==> src/rtl/pc_sequencer.sv <==
// -----------------------------------------------------------------------------
// pc_sequencer
//   Program-counter sequencer for an instruction fetch front end. After reset
//   it spends one BOOT cycle, then free-runs by STEP per cycle. Branch/jump
//   redirects are always accepted. A redirect that arrives while fetch is
//   stalled is parked in a one-entry buffer and applied when the stall clears.
//
// Parameters
//   ADDR_W    program-counter width in bits
//   STEP      sequential increment (1 .. 2^ADDR_W-1)
//   RESET_PC  PC value loaded by reset
//
// Ports
//   i_clk              sole clock, rising edge
//   i_rst              asynchronous active-high reset
//   i_stall            hold PC this cycle
//   i_redirect_valid   branch/jump request this cycle (never back-pressured)
//   i_redirect_target  target address, qualified by i_redirect_valid
//   o_pc               registered current fetch address
//   o_pc_plus          combinational (pc + STEP) mod 2^ADDR_W
//   o_pc_valid         registered, high when o_pc is a valid fetch address
//   o_pending          registered, high while a redirect is buffered
//   o_redirect_ack     registered one-cycle pulse after each redirect request
// -----------------------------------------------------------------------------
module pc_sequencer #(
  parameter int ADDR_W   = 8,
  parameter int STEP     = 4,
  parameter int RESET_PC = 0
) (
  input  logic              i_clk,
  input  logic              i_rst,
  input  logic              i_stall,
  input  logic              i_redirect_valid,
  input  logic [ADDR_W-1:0] i_redirect_target,
  output logic [ADDR_W-1:0] o_pc,
  output logic [ADDR_W-1:0] o_pc_plus,
  output logic              o_pc_valid,
  output logic              o_pending,
  output logic              o_redirect_ack
);

  localparam logic [ADDR_W-1:0] STEP_V     = ADDR_W'(STEP);
  localparam logic [ADDR_W-1:0] RESET_PC_V = ADDR_W'(RESET_PC);

  typedef enum logic [1:0] {
    BOOT      = 2'd0,
    RUN       = 2'd1,
    HOLD      = 2'd2,
    HOLD_PEND = 2'd3
  } state_t;

  state_t            r_state;
  logic [ADDR_W-1:0] r_pc;
  logic [ADDR_W-1:0] r_buf;
  logic              r_pc_valid;
  logic              r_pending;
  logic              r_ack;
  logic [ADDR_W-1:0] w_pc_plus;

  // Truncating add gives the modulo-2^ADDR_W wrap for free.
  assign w_pc_plus = r_pc + STEP_V;

  always_ff @(posedge i_clk or posedge i_rst) begin
    if (i_rst) begin
      r_state    <= BOOT;
      r_pc       <= RESET_PC_V;
      r_buf      <= '0;
      r_pc_valid <= 1'b0;
      r_pending  <= 1'b0;
      r_ack      <= 1'b0;
    end else begin
      // Every request is acknowledged, even ones later overwritten in the
      // buffer or superseded by a newer request.
      r_ack <= i_redirect_valid;

      case (r_state)
        BOOT: begin
          // Stall is ignored here; only a redirect can move the PC.
          if (i_redirect_valid) begin
            r_pc <= i_redirect_target;
          end
          r_pc_valid <= 1'b1;
          r_state    <= RUN;
        end

        RUN, HOLD: begin
          if (i_stall) begin
            if (i_redirect_valid) begin
              r_buf     <= i_redirect_target;
              r_pending <= 1'b1;
              r_state   <= HOLD_PEND;
            end else begin
              r_state <= HOLD;
            end
          end else begin
            r_pc    <= i_redirect_valid ? i_redirect_target : w_pc_plus;
            r_state <= RUN;
          end
        end

        HOLD_PEND: begin
          if (i_stall) begin
            // Newest request overwrites the parked one.
            if (i_redirect_valid) begin
              r_buf <= i_redirect_target;
            end
          end else begin
            // A request arriving on the release cycle beats the parked one.
            r_pc      <= i_redirect_valid ? i_redirect_target : r_buf;
            r_buf     <= '0;
            r_pending <= 1'b0;
            r_state   <= RUN;
          end
        end

        default: begin
          r_state    <= BOOT;
          r_pc_valid <= 1'b0;
          r_pending  <= 1'b0;
        end
      endcase
    end
  end

  assign o_pc           = r_pc;
  assign o_pc_plus      = w_pc_plus;
  assign o_pc_valid     = r_pc_valid;
  assign o_pending      = r_pending;
  assign o_redirect_ack = r_ack;

endmodule

==> config.mk <==
export PLATFORM = sky130hd
export DESIGN_NAME = pc_sequencer
export DESIGN_NICKNAME = d
export VERILOG_FILES = /design/src/rtl/pc_sequencer.sv
export SDC_FILE = /design/constraint.sdc
export NUM_CORES = 1
export LEC_CHECK = 0
export ABC_AREA = 0
export CAP_MARGIN = 25
export CORE_UTILIZATION = 40
export DETAILED_ROUTE_END_ITERATION = 8
export GPL_ROUTABILITY_DRIVEN = 0
export GPL_TIMING_DRIVEN = 1
export HOLD_SLACK_MARGIN = 0.15
export PLACE_DENSITY = 0.7
export SETUP_SLACK_MARGIN = 0.4
export SLEW_MARGIN = 5
export SYNTH_ARGS = -nofsm -noshare
export SYNTH_HDL_FRONTEND = slang
export SYNTH_SLANG_ARGS = --single-unit
==> constraint.sdc <==
create_clock -name i_clk -period 1.7 [get_ports i_clk]
set_input_delay 0.34 -clock i_clk [delete_from_list [all_inputs] [get_ports i_clk]]
set_output_delay 0.34 -clock i_clk [all_outputs]
set_load 0.02 [all_outputs]
==> summary.txt, run 1 <==
Run status
  • Status: finished, violations left
  • Failing checks: design-rule violations, negative setup slack

Layout
  • Finished Layout Cells: 235
  • Most common cell after layout, fill and taps aside: buf_4
  • # diodes: 0
  • Layout cells sized above 1: 0.500
  • Syn-to-layout area delta: 71.6%
  • Fin area: 2120 µm²
  • Final #Nets: 221
  • Post-layout util: 0.749
  • Commonest non-fill, non-tap cells in the layout: 33 x buf_4, 22 x buf_6, 16 x dfrtp_1

Critical path
  • Top delay family on crit path: compound AO/OA/AOI/OAI gates
  • Worst path bufs/invs: 1
  • Worst path cell trace: buf_4, ha_4, o21a_4, a221o_1, a22oi_2, a21bo_1
  • WP data required: 1920 ps
  • R2r setup slk: -50 ps
  • RR Startpoint: r_state[0]
  • Critical Path Max Stage Delay: 420 ps
  • Critical-path maximum fanout: 7
  • Slowest stage cell, crit path: dfrtp_1
  • Setup CP Type: reg -> reg
  • Worst EP arrival: approximately 2000 ps
  • Crit start category: flop
  • RR Endpoint: o_pc[7]
  • CP Capture Type: flop
  • R2R depth: 6

Worst hold path
  • HP Class: in -> async

Timing
  • RSZ-0062 raised after global routing: true
  • Final setup viols: 4
  • Max Slew Vio Count: 0
  • Period minus WS final: roughly 1700 ps
  • Final worst slack: -46.7 ps
  • Max Fclk: 572 MHz
  • Slew HR: 0.752
  • Post-route setup TNS: -98.3 ps
  • Final hold vios: 0
  • Clock Skews: between 3 and 4 ps
  • Worst Tran Pin Value: ~370 ps
  • Final period utilization: 1.03

Floorplan
  • Core outline area: 2830 µm²
  • Num ports: 31
  • DIE HEIGHT: approximately 58 µm
  • Row cnt: 19
  • Die area: 3310 µm²
  • Starting Density: 0.437
  • Die X-Extent: 57.6 µm

Power
  • Leak: about 0.96 nW
  • VDD IR-drop max: 0.885 mV
  • PD cells: 2160 nW/µm²

Synth
  • Seq/Total Area, Yosys: 0.426
  • Mapped Cells: about 140
  • Netlist cell types: 32
  • Mapped Nets: 152
  • YS warnings: 0
  • Top post-synthesis cells by area: dfrtp_1 43%, a22o_1 6.4%, o21ai_0 4.9%
  • Post-Syn Area: about 1200 µm²
  • Syn_area_per_cell: 9.08 µm²
  • Synth area leader: dfrtp_1
  • Yosys reg bits: 21
  • Top cell type's share of synthesized area: 0.426

Place
  • Port bufs: 30
  • Dpl hpwl: 2540 µm
  • Placement Setup Slack: -190 ps
  • DP Cell Count: 217
  • Area after DPL: 1840 µm²

Routing
  • Routed wire per std cell: approximately 17 µm
  • Drt first pass iters: 8
  • Overall routed net length: 3980 µm
  • Post-route antenna net violation count: 0
  • Via count: about 1300
  • DRC violations left: 5
  • Vias/cell: 5.67
  • Initial DRC Count: between 40 and 50

Clocking
  • Clock slew seen by the registers of the worst setup and hold paths: 130 ps
  • Max clock buf depth: 2
  • Total CTS buffers: 3
  • Worst-Skew Late Latency: 310 ps
  • CTS tree: yes
  • H-tree levels: 1
  • Clock root buffer: clkbuf_4
  • Sink Count: 21

Flow run
  • Max capacitance violation total: 0

GRT
  • Largest net degree at the start of global routing: 22
  • Grt total ovfl: 0
  • Initial antenna violation count: 0
  • GRT Resource Usage Total: 0.248
  • Number of global-route vias before repair: 1303
  • First-pass GRT wire length: just over 6000 µm
-- worst max-delay path by stage --
stage | start | endpoint | slack (ps) | cells past startpoint
2_1_floorplan | r_state[1] | o_pc[7] | -150 | 8
3_3_place_gp | i_redirect_valid | o_pc[4] | -130 | 5
3_5_place_dp | i_redirect_valid | o_pc[4] | -190 | 5
4_1_cts | r_state[1] | o_pc[7] | -2 | 6
5_1_grt | r_state[0] | o_pc[7] | -120 | 6
6_report | r_state[0] | o_pc[7] | -50 | 6
-- power by group --
| part | switching, W | leakage (nW) | total (W) | internal, W |
|---|---|---|---|---|
| sequential | 0.000232 | 0.246 | 0.000945 | 0.000713 |
| combinational | 0.00157 | 0.693 | 0.00338 | 0.00181 |
| clock | 0.000168 | 0.0177 | 0.000256 | 0.0000880 |
-- through the flow --
step / hold slack (ps) / total power [W]
floorplan: 316 / 0.00244
global placement: 450 / 0.00351
detailed placement: 459 / 0.00357
CTS: 347 / 0.00426
global route: 379 / 0.00482
finish: 360 / 0.00458
-- layout make-up --
type,count,area (µm²)
inverter,15,58.8
sequential,21,532
timing repair buffer,73,666
tap,31,38.8
fill,209,709
clock buffer,3,22.5
clock inverter,1,5.00
multi-input combinational,91,797
-- state kept, by name, summed over array words and instances, names as in the netlist --
signal	flops
o_pending	1
o_redirect_ack	1
r_buf	8
o_pc	8
o_pc_valid	1
r_state	2
-- synth_stat cells, drive strengths merged --
library cell	count
a211oi	1
a21bo	1
a21o	1
a21oi	6
a221o	3
a221oi	3
a22o	9
a22oi	1
a31oi	3
a32oi	2
buf	5
clkbuf	4
dfrtp	21
ha	4
inv	15
mux2i	2
nand2	13
nand2b	1
nand3	3
nor2	8
nor2b	4
nor3	1
o21a	1
o21ai	13
o22ai	4
or2	3
xnor2	2
xor2	2
-- cells by family (layout without fill, tap and decap cells) --
| family | after synthesis | in the layout | synth area share |
|---|---|---|---|
| DFF | 21 | 21 | 0.426 |
| buffers and inverters | 24 | 92 | 0.0973 |
| adders and majority gates | 4 | 4 | 0.0405 |
| and+or+nand+nor | 33 | 33 | 0.121 |
| xor gates and xnor gates | 4 | 4 | 0.0284 |
| muxes | 2 | 2 | 0.0162 |
| AOI/OAI and AO/OA | 48 | 48 | 0.272 |
-- repair_timing --
| item | 4_1_cts | 5_1_grt |
|---|---|---|
| setup endpoints to repair | 37 | 33 |
| resized for setup | 128 | 14 |
| pin swaps | 13 | 4 |
| gates cloned | 0 | 0 |
| hold endpoints to repair | 0 | 0 |
| buffers inserted | 9 | 5 |
| hold buffers | 0 | 0 |
-- routing by layer --
metal,global-route usage,share of wire,vias up
li1,-,-,619
met1,0.310,0.39,644
met2,0.427,0.52,60
met3,0.0454,0.076,9
met4,0.0871,0.017,0
met5,0,0,-
-- worst reg2reg max path: cells and delay by family, from the launching register on --
kind,cells,cell delay (ps)
compound gates,4,900
fa+ha+maj,1,170
buf+inv,1,150
flops,1,420
Note: power is estimated with default switching activity, not from simulation.
==> inputs of run 2 (changes only) <==
--- a/config.mk
+++ b/config.mk
@@ -7,6 +7,7 @@
 export LEC_CHECK = 0
 export ABC_AREA = 0
 export CAP_MARGIN = 25
+export CORE_MARGIN = 2
 export CORE_UTILIZATION = 40
 export DETAILED_ROUTE_END_ITERATION = 8
 export GPL_ROUTABILITY_DRIVEN = 0
==> run 2 against run 1 <==
Net effect: the flow finishes with violations (negative setup slack); final area increased by 0.83%; sequential cell count unchanged; worst hold slack got worse by 22 ps; total power increased by 0.62%; non-clock buffer count unchanged; core utilization decreased by 3.8 points; clock-buffer cell count increased by 1; register-to-register slack improved by 20 ps; global-route usage decreased by 1.8 points; sequential power decreased by 2.5%; first-iteration DRC count decreased by 19%; critical path type unchanged.
==> summary.txt, run 2 (same netlist as run 1, synthesis figures left out) <==
Layout
  • Syn-to-layout area delta: 73.0%
  • Layout cells sized above 1: 0.515 (+0.0147)
  • Commonest non-fill, non-tap cells in the layout: 30 x buf_4, 26 x buf_6, 16 x dfrtp_1
  • Final #Nets: 221 (unchanged)
  • Fill cells: 237 (+13%)
  • Fin area: 2140 µm² (+0.83%)
  • # diodes: 0 (unchanged)
  • Most common cell after layout, fill and taps aside: buf_4

Clocking
  • CTS Hold Buffers Added: 0 (unchanged)
  • Clock slew seen by the registers of the worst setup and hold paths: 130 ps (about the same)
  • Max clock buf depth: 2 (unchanged)
  • Sink Count: 21 (unchanged)
  • Clock root buffer: clkbuf_4
  • Total CTS buffers: 3 (unchanged)
  • H-tree levels: 1 (unchanged)
  • Worst-Skew Late Latency: 320 ps (about the same)
  • CTS tree: yes

Routing
  • Post-route antenna net violation count: 0 (unchanged)
  • Overall routed net length: 3920 µm (-1.6%)
  • Via count: 1282 (-3.8%)
  • Initial DRC Count: 39 (-19%)
  • Drt first pass iters: 4 (-4)
  • Vias/cell: 5.41 (-4.6%)
  • Routed wire per std cell: 16.5 µm (-2.5%)
  • DRC violations left: 0 (-5)

Run status
  • Status: finished, violations left
  • Failing checks: negative setup slack

Place
  • Port bufs: 30 (unchanged)
  • Area after DPL: 1810 µm² (-1.4%)
  • Dpl hpwl: 2600 µm (+2.6%)

Critical path
  • Crit start category: flop
  • Critical-path maximum fanout: 7 (unchanged)
  • Setup CP Type: reg -> reg
  • R2r setup slk: -30 ps (+20 ps)
  • Worst EP arrival: 1950 ps (-20 ps)
  • RR Startpoint: r_state[0]
  • Crit path launch: r_state[0]
  • CP Capture Type: flop
  • WP data required: 1920 ps (about the same)

Timing
  • Final hold vios: 0 (unchanged)
  • Max Slew Vio Count: 0 (unchanged)
  • Worst Tran Pin Value: 403 ps (+31.8 ps)
  • Final period utilization: 1.02 (-0.0120)
  • Period minus WS final: 1730 ps (-20.5 ps)
  • Hold WS: 338 ps (-22.4 ps)
  • Slew HR: 0.731 (-0.0208)
  • Clock Skews: 3.31 ps (+0.182 ps)
  • Max Fclk: 579 MHz (+1.2%)
  • Final setup viols: 4 (unchanged)
  • RSZ-0062 raised after global routing: true
  • Final worst slack: -26.3 ps (+20.5 ps)

Flow run
  • Max capacitance violation total: 0 (unchanged)

GRT
  • GRT Resource Usage Total: 0.229 (-0.0184)
  • First-pass GRT wire length: 6080 µm (-1.9%)
  • Initial antenna violation count: 0 (unchanged)
  • Largest net degree at the start of global routing: 22 (unchanged)
  • Number of global-route vias before repair: 1315 (+0.92%)
  • Grt total ovfl: 0 (unchanged)

Floorplan
  • DIE HEIGHT: 59.6 µm (+3.5%)
  • Core outline area: 3000 µm² (+6.1%)
  • Die area: 3550 µm² (+7.1%)
  • Starting Density: 0.411 (-0.0253)
  • Num ports: 31 (unchanged)
  • Die X-Extent: 59.6 µm (+3.5%)
  • Row cnt: 20 (+1)

Power
  • Leak: 0.953 nW (-0.44%)
  • VDD IR-drop max: 1.04 mV (+17%)
  • PD cells: 2160 nW/µm² (-0.21%)

Worst hold path
  • HP Class: in -> async
[run 2: changes by cell type in the layout (fill, tap and decap cells not counted), sizes merged]
cell / before / now
clkbuf: 3 / 4
clkinv: 1 / 0
[run 2: layout make-up]
cell class / count / area (µm²) / area share
Clock buffer: 4 / 26.3 / 0.0123
Inverter: 15 / 58.8 / 0.0275
Multi-Input combinational cell: 91 / 821 / 0.384
Sequential cell: 21 / 532 / 0.249
Tap cell: 33 / 41.3 / 0.0193
Timing Repair Buffer: 73 / 658 / 0.308
[run 2: layer usage]
layer,global-route usage,up-vias,wire [µm],share of wire
met2,0.410,28,2150,0.55
met4,0.0730,0,23,0.0059
li1,-,619,-,-
met5,0,-,0,0
met3,0.0328,4,117,0.030
met1,0.283,631,1630,0.42
[run 2: report_power, final]
part	internal (W)	switching, W
combinational	0.00182	0.00161
clock	0.0000918	0.000168
sequential	0.000713	0.000208
total	0.00262	0.00199
[run 2: what timing repair did]
action / 4_1_cts / 5_1_grt
gates resized for setup: 130 / 19
buffers inserted: 11 / 5
cloned: 0 / 0
pin swaps: 17 / 11
endpoints found under the setup margin: 37 / 32
[run 2: path summary, 6_finish.rpt]
path / endpoint / depth (start not counted)
max: o_pc[7] / 6
min: o_pc[6] / 3
max reg2reg: o_pc[7] / 6
min reg2reg: o_pc_valid / 1
max in group asynchronous: o_pc[2] / 3
min in group i_clk: o_pc_valid / 1
[run 2: worst max-delay path, stage by stage (launching register included)]
cell	delay [ps]
dfrtp_1	420
inv_2	90
ha_4	220
o21a_4	240
a221o_1	330
a22oi_2	110
a21bo_1	210
[run 2: stage by stage]
stage	setup TNS, ps	utilization	worst slack (ps)	cells	total power [W]
after CTS	-55.5	0.670	-24.9	232	0.00424
final	-79.0	0.712	-26.3	237	0.00461
after global placement	-856	0.603	-131	217	0.00344
after detailed placement	-1320	0.603	-182	217	0.00352
after floorplan	-601	-	-146	136	0.00244
after global routing	-515	0.712	-102	237	0.00487
==> inputs of run 3 (changes only) <==
--- a/config.mk
+++ b/config.mk
@@ -13,8 +13,9 @@
 export GPL_ROUTABILITY_DRIVEN = 0
 export GPL_TIMING_DRIVEN = 1
 export HOLD_SLACK_MARGIN = 0.15
-export PLACE_DENSITY = 0.7
+export PLACE_DENSITY = 0.67
 export SETUP_SLACK_MARGIN = 0.4
+export SKIP_CTS_REPAIR_TIMING = 1
 export SLEW_MARGIN = 5
 export SYNTH_ARGS = -nofsm -noshare
 export SYNTH_HDL_FRONTEND = slang
==> run 3 against run 2 <==
Net effect: critical path type unchanged; critical path depth grew 1; setup slack lost 53 ps; worst hold slack gained 7.8 ps; register-to-register slack lost 50 ps; sequential cell count is the same; via count shrank 3.7%; combinational power shrank 6.7%; critical endpoint is now o_pc[2]; largest cell class unchanged; non-clock buffer count shrank 5; the flow still finishes with violations (negative setup slack).
==> summary.txt, run 3 (same netlist as run 1, synthesis figures left out) <==
Floorplan
  • Die X-Extent: 59.6 µm (unchanged)
  • DIE HEIGHT: 59.6 µm (unchanged)
  • Core outline area: 3000 µm² (unchanged)
  • Row cnt: 20 (unchanged)
  • Starting Density: 0.411 (unchanged)
  • Num ports: 31 (unchanged)
  • Die area: 3550 µm² (unchanged)

Layout
  • Commonest non-fill, non-tap cells in the layout: 27 x buf_4, 21 x buf_6, 16 x dfrtp_1
  • Fin area: 2080 µm² (-2.9%)
  • Syn-to-layout area delta: 68.1%
  • Layout cells sized above 1: 0.472 (-0.0423)
  • Fill cells: 234 (-1.3%)
  • # diodes: 0 (unchanged)
  • Post-layout util: 0.691 (-0.0204)
  • Finished Layout Cells: 232 (-2.1%)
  • Final #Nets: 216 (-2.3%)
  • Most common cell after layout, fill and taps aside: buf_4

Clocking
  • Clock slew seen by the registers of the worst setup and hold paths: 110 ps (-20 ps)
  • Sink Count: 21 (unchanged)
  • Worst-Skew Late Latency: 310 ps (about the same)
  • CTS tree: yes
  • H-tree levels: 1 (unchanged)
  • Total CTS buffers: 3 (unchanged)
  • Max clock buf depth: 2 (unchanged)
  • Clock root buffer: clkbuf_4

Timing
  • Clock Skews: 6.29 ps (+2.98 ps)
  • Max Fclk: 562 MHz (-3.0%)
  • Final hold vios: 0 (unchanged)
  • Hold WS: 346 ps (+7.78 ps)
  • Final period utilization: 1.05 (+0.0314)
  • Max Slew Vio Count: 0 (unchanged)
  • Post-route setup TNS: -344 ps (-265 ps)
  • Final setup viols: 7 (+3)
  • RSZ-0062 raised after global routing: true
  • Period minus WS final: 1780 ps (+53.4 ps)
  • Final worst slack: -79.7 ps (-53.4 ps)
  • Slew HR: 0.790 (+0.0594)
  • Worst Tran Pin Value: 314 ps (-88.7 ps)

Critical path
  • Worst path cell trace: buf_4, ha_2, or2_4, a21o_4, buf_12, a221oi_4, a21oi_1
  • R2r setup slk: -80 ps (-50 ps)
  • Slowest stage cell, crit path: dfrtp_1
  • Crit path launch: r_state[1]
  • Worst path depth: 7 (+1)
  • RR Endpoint: o_pc[2]
  • CP Capture Point: o_pc[2]
  • Critical-path maximum fanout: 5 (-2)
  • Setup CP Type: reg -> reg
  • CP Capture Type: flop
  • Worst path bufs/invs: 2 (+1)
  • R2R depth: 7 (+1)
  • RR Startpoint: r_state[1]
  • Crit start category: flop
  • Critical Path Max Stage Delay: 410 ps (about the same)
  • Worst EP arrival: 1970 ps (+20 ps)
  • WP data required: 1890 ps (-30 ps)
  • Top delay family on crit path: compound AO/OA/AOI/OAI gates

Place
  • DP Cell Count: 220 (+1.4%)
  • Port bufs: 30 (unchanged)
  • Dpl hpwl: 2620 µm (+0.70%)
  • Area after DPL: 1830 µm² (+1.2%)

GRT
  • GRT Resource Usage Total: 0.202 (-0.0274)
  • Initial antenna violation count: 0 (unchanged)
  • Number of global-route vias before repair: 1149 (-13%)
  • First-pass GRT wire length: 5330 µm (-12%)
  • Largest net degree at the start of global routing: 22 (unchanged)
  • Grt total ovfl: 0 (unchanged)

Routing
  • Vias/cell: 5.32 (-1.7%)
  • Initial DRC Count: 35 (-10%)
  • Drt first pass iters: 4 (unchanged)
  • Via count: 1234 (-3.7%)
  • DRC violations left: 0 (unchanged)
  • Post-route antenna net violation count: 0 (unchanged)
  • Routed wire per std cell: 15.6 µm (-5.4%)
  • Overall routed net length: 3630 µm (-7.4%)

Power
  • VDD IR-drop max: 0.920 mV (-11%)
  • PD cells: 2100 nW/µm² (-2.8%)
  • Leak: 0.941 nW (-1.2%)

Run status
  • Status: finished, violations left
  • Failing checks: negative setup slack

Worst hold path
  • HP Class: in -> async

Flow run
  • Max capacitance violation total: 0 (unchanged)
run 3: worst min path at each step:
| stage | startpoint | end | slack (ps) | cells after the start |
|---|---|---|---|---|
| after floorplan | i_rst | o_pc[0] | 320 | 1 |
| after global placement | o_pc_valid | o_pc_valid | 460 | 1 |
| after detailed placement | o_pc_valid | o_pc_valid | 460 | 1 |
| after CTS | i_rst | o_pending | 350 | 3 |
| after global routing | i_rst | o_pending | 370 | 3 |
| final | i_rst | r_buf[5] | 350 | 3 |
run 3: where the power goes:
part           internal [W]  leakage, nW  total [W]  switching [W]
sequential         0.000714        0.246   0.000912       0.000198
combinational       0.00168        0.680    0.00320        0.00152
clock             0.0000918       0.0150   0.000240       0.000148
run 3: worst register-to-register path: cells and delay by family, from the launching register on:
kind / cells / cell delay (ps)
compound gates: 3 / 510
simple gates: 1 / 270
flops: 1 / 410
fa+ha+maj: 1 / 190
buf+inv: 2 / 280
run 3: stage by stage:
stage | worst slack, ps | power [W]
after floorplan | -146 | 0.00244
after detailed placement | -223 | 0.00354
after CTS | -449 | 0.00378
after global placement | -165 | 0.00349
after global routing | -147 | 0.00464
final | -79.7 | 0.00435
run 3: area by class of cell:
| class | instances | area, µm² | area share |
|---|---|---|---|
| Sequential cell | 21 | 532 | 0.256 |
| Clock buffer | 4 | 26.3 | 0.0127 |
| Tap cell | 33 | 41.3 | 0.0199 |
| Multi-Input combinational cell | 91 | 790 | 0.380 |
| Timing Repair Buffer | 68 | 624 | 0.301 |
| Inverter | 15 | 62.6 | 0.0301 |
run 3: layer usage:
metal | part of all wire | vias to the layer above | track usage
li1 | - | 604 | -
met4 | 0.0019 | 0 | 0.0444
met1 | 0.41 | 591 | 0.251
met5 | 0 | - | 0
met2 | 0.55 | 37 | 0.352
met3 | 0.039 | 2 | 0.0502
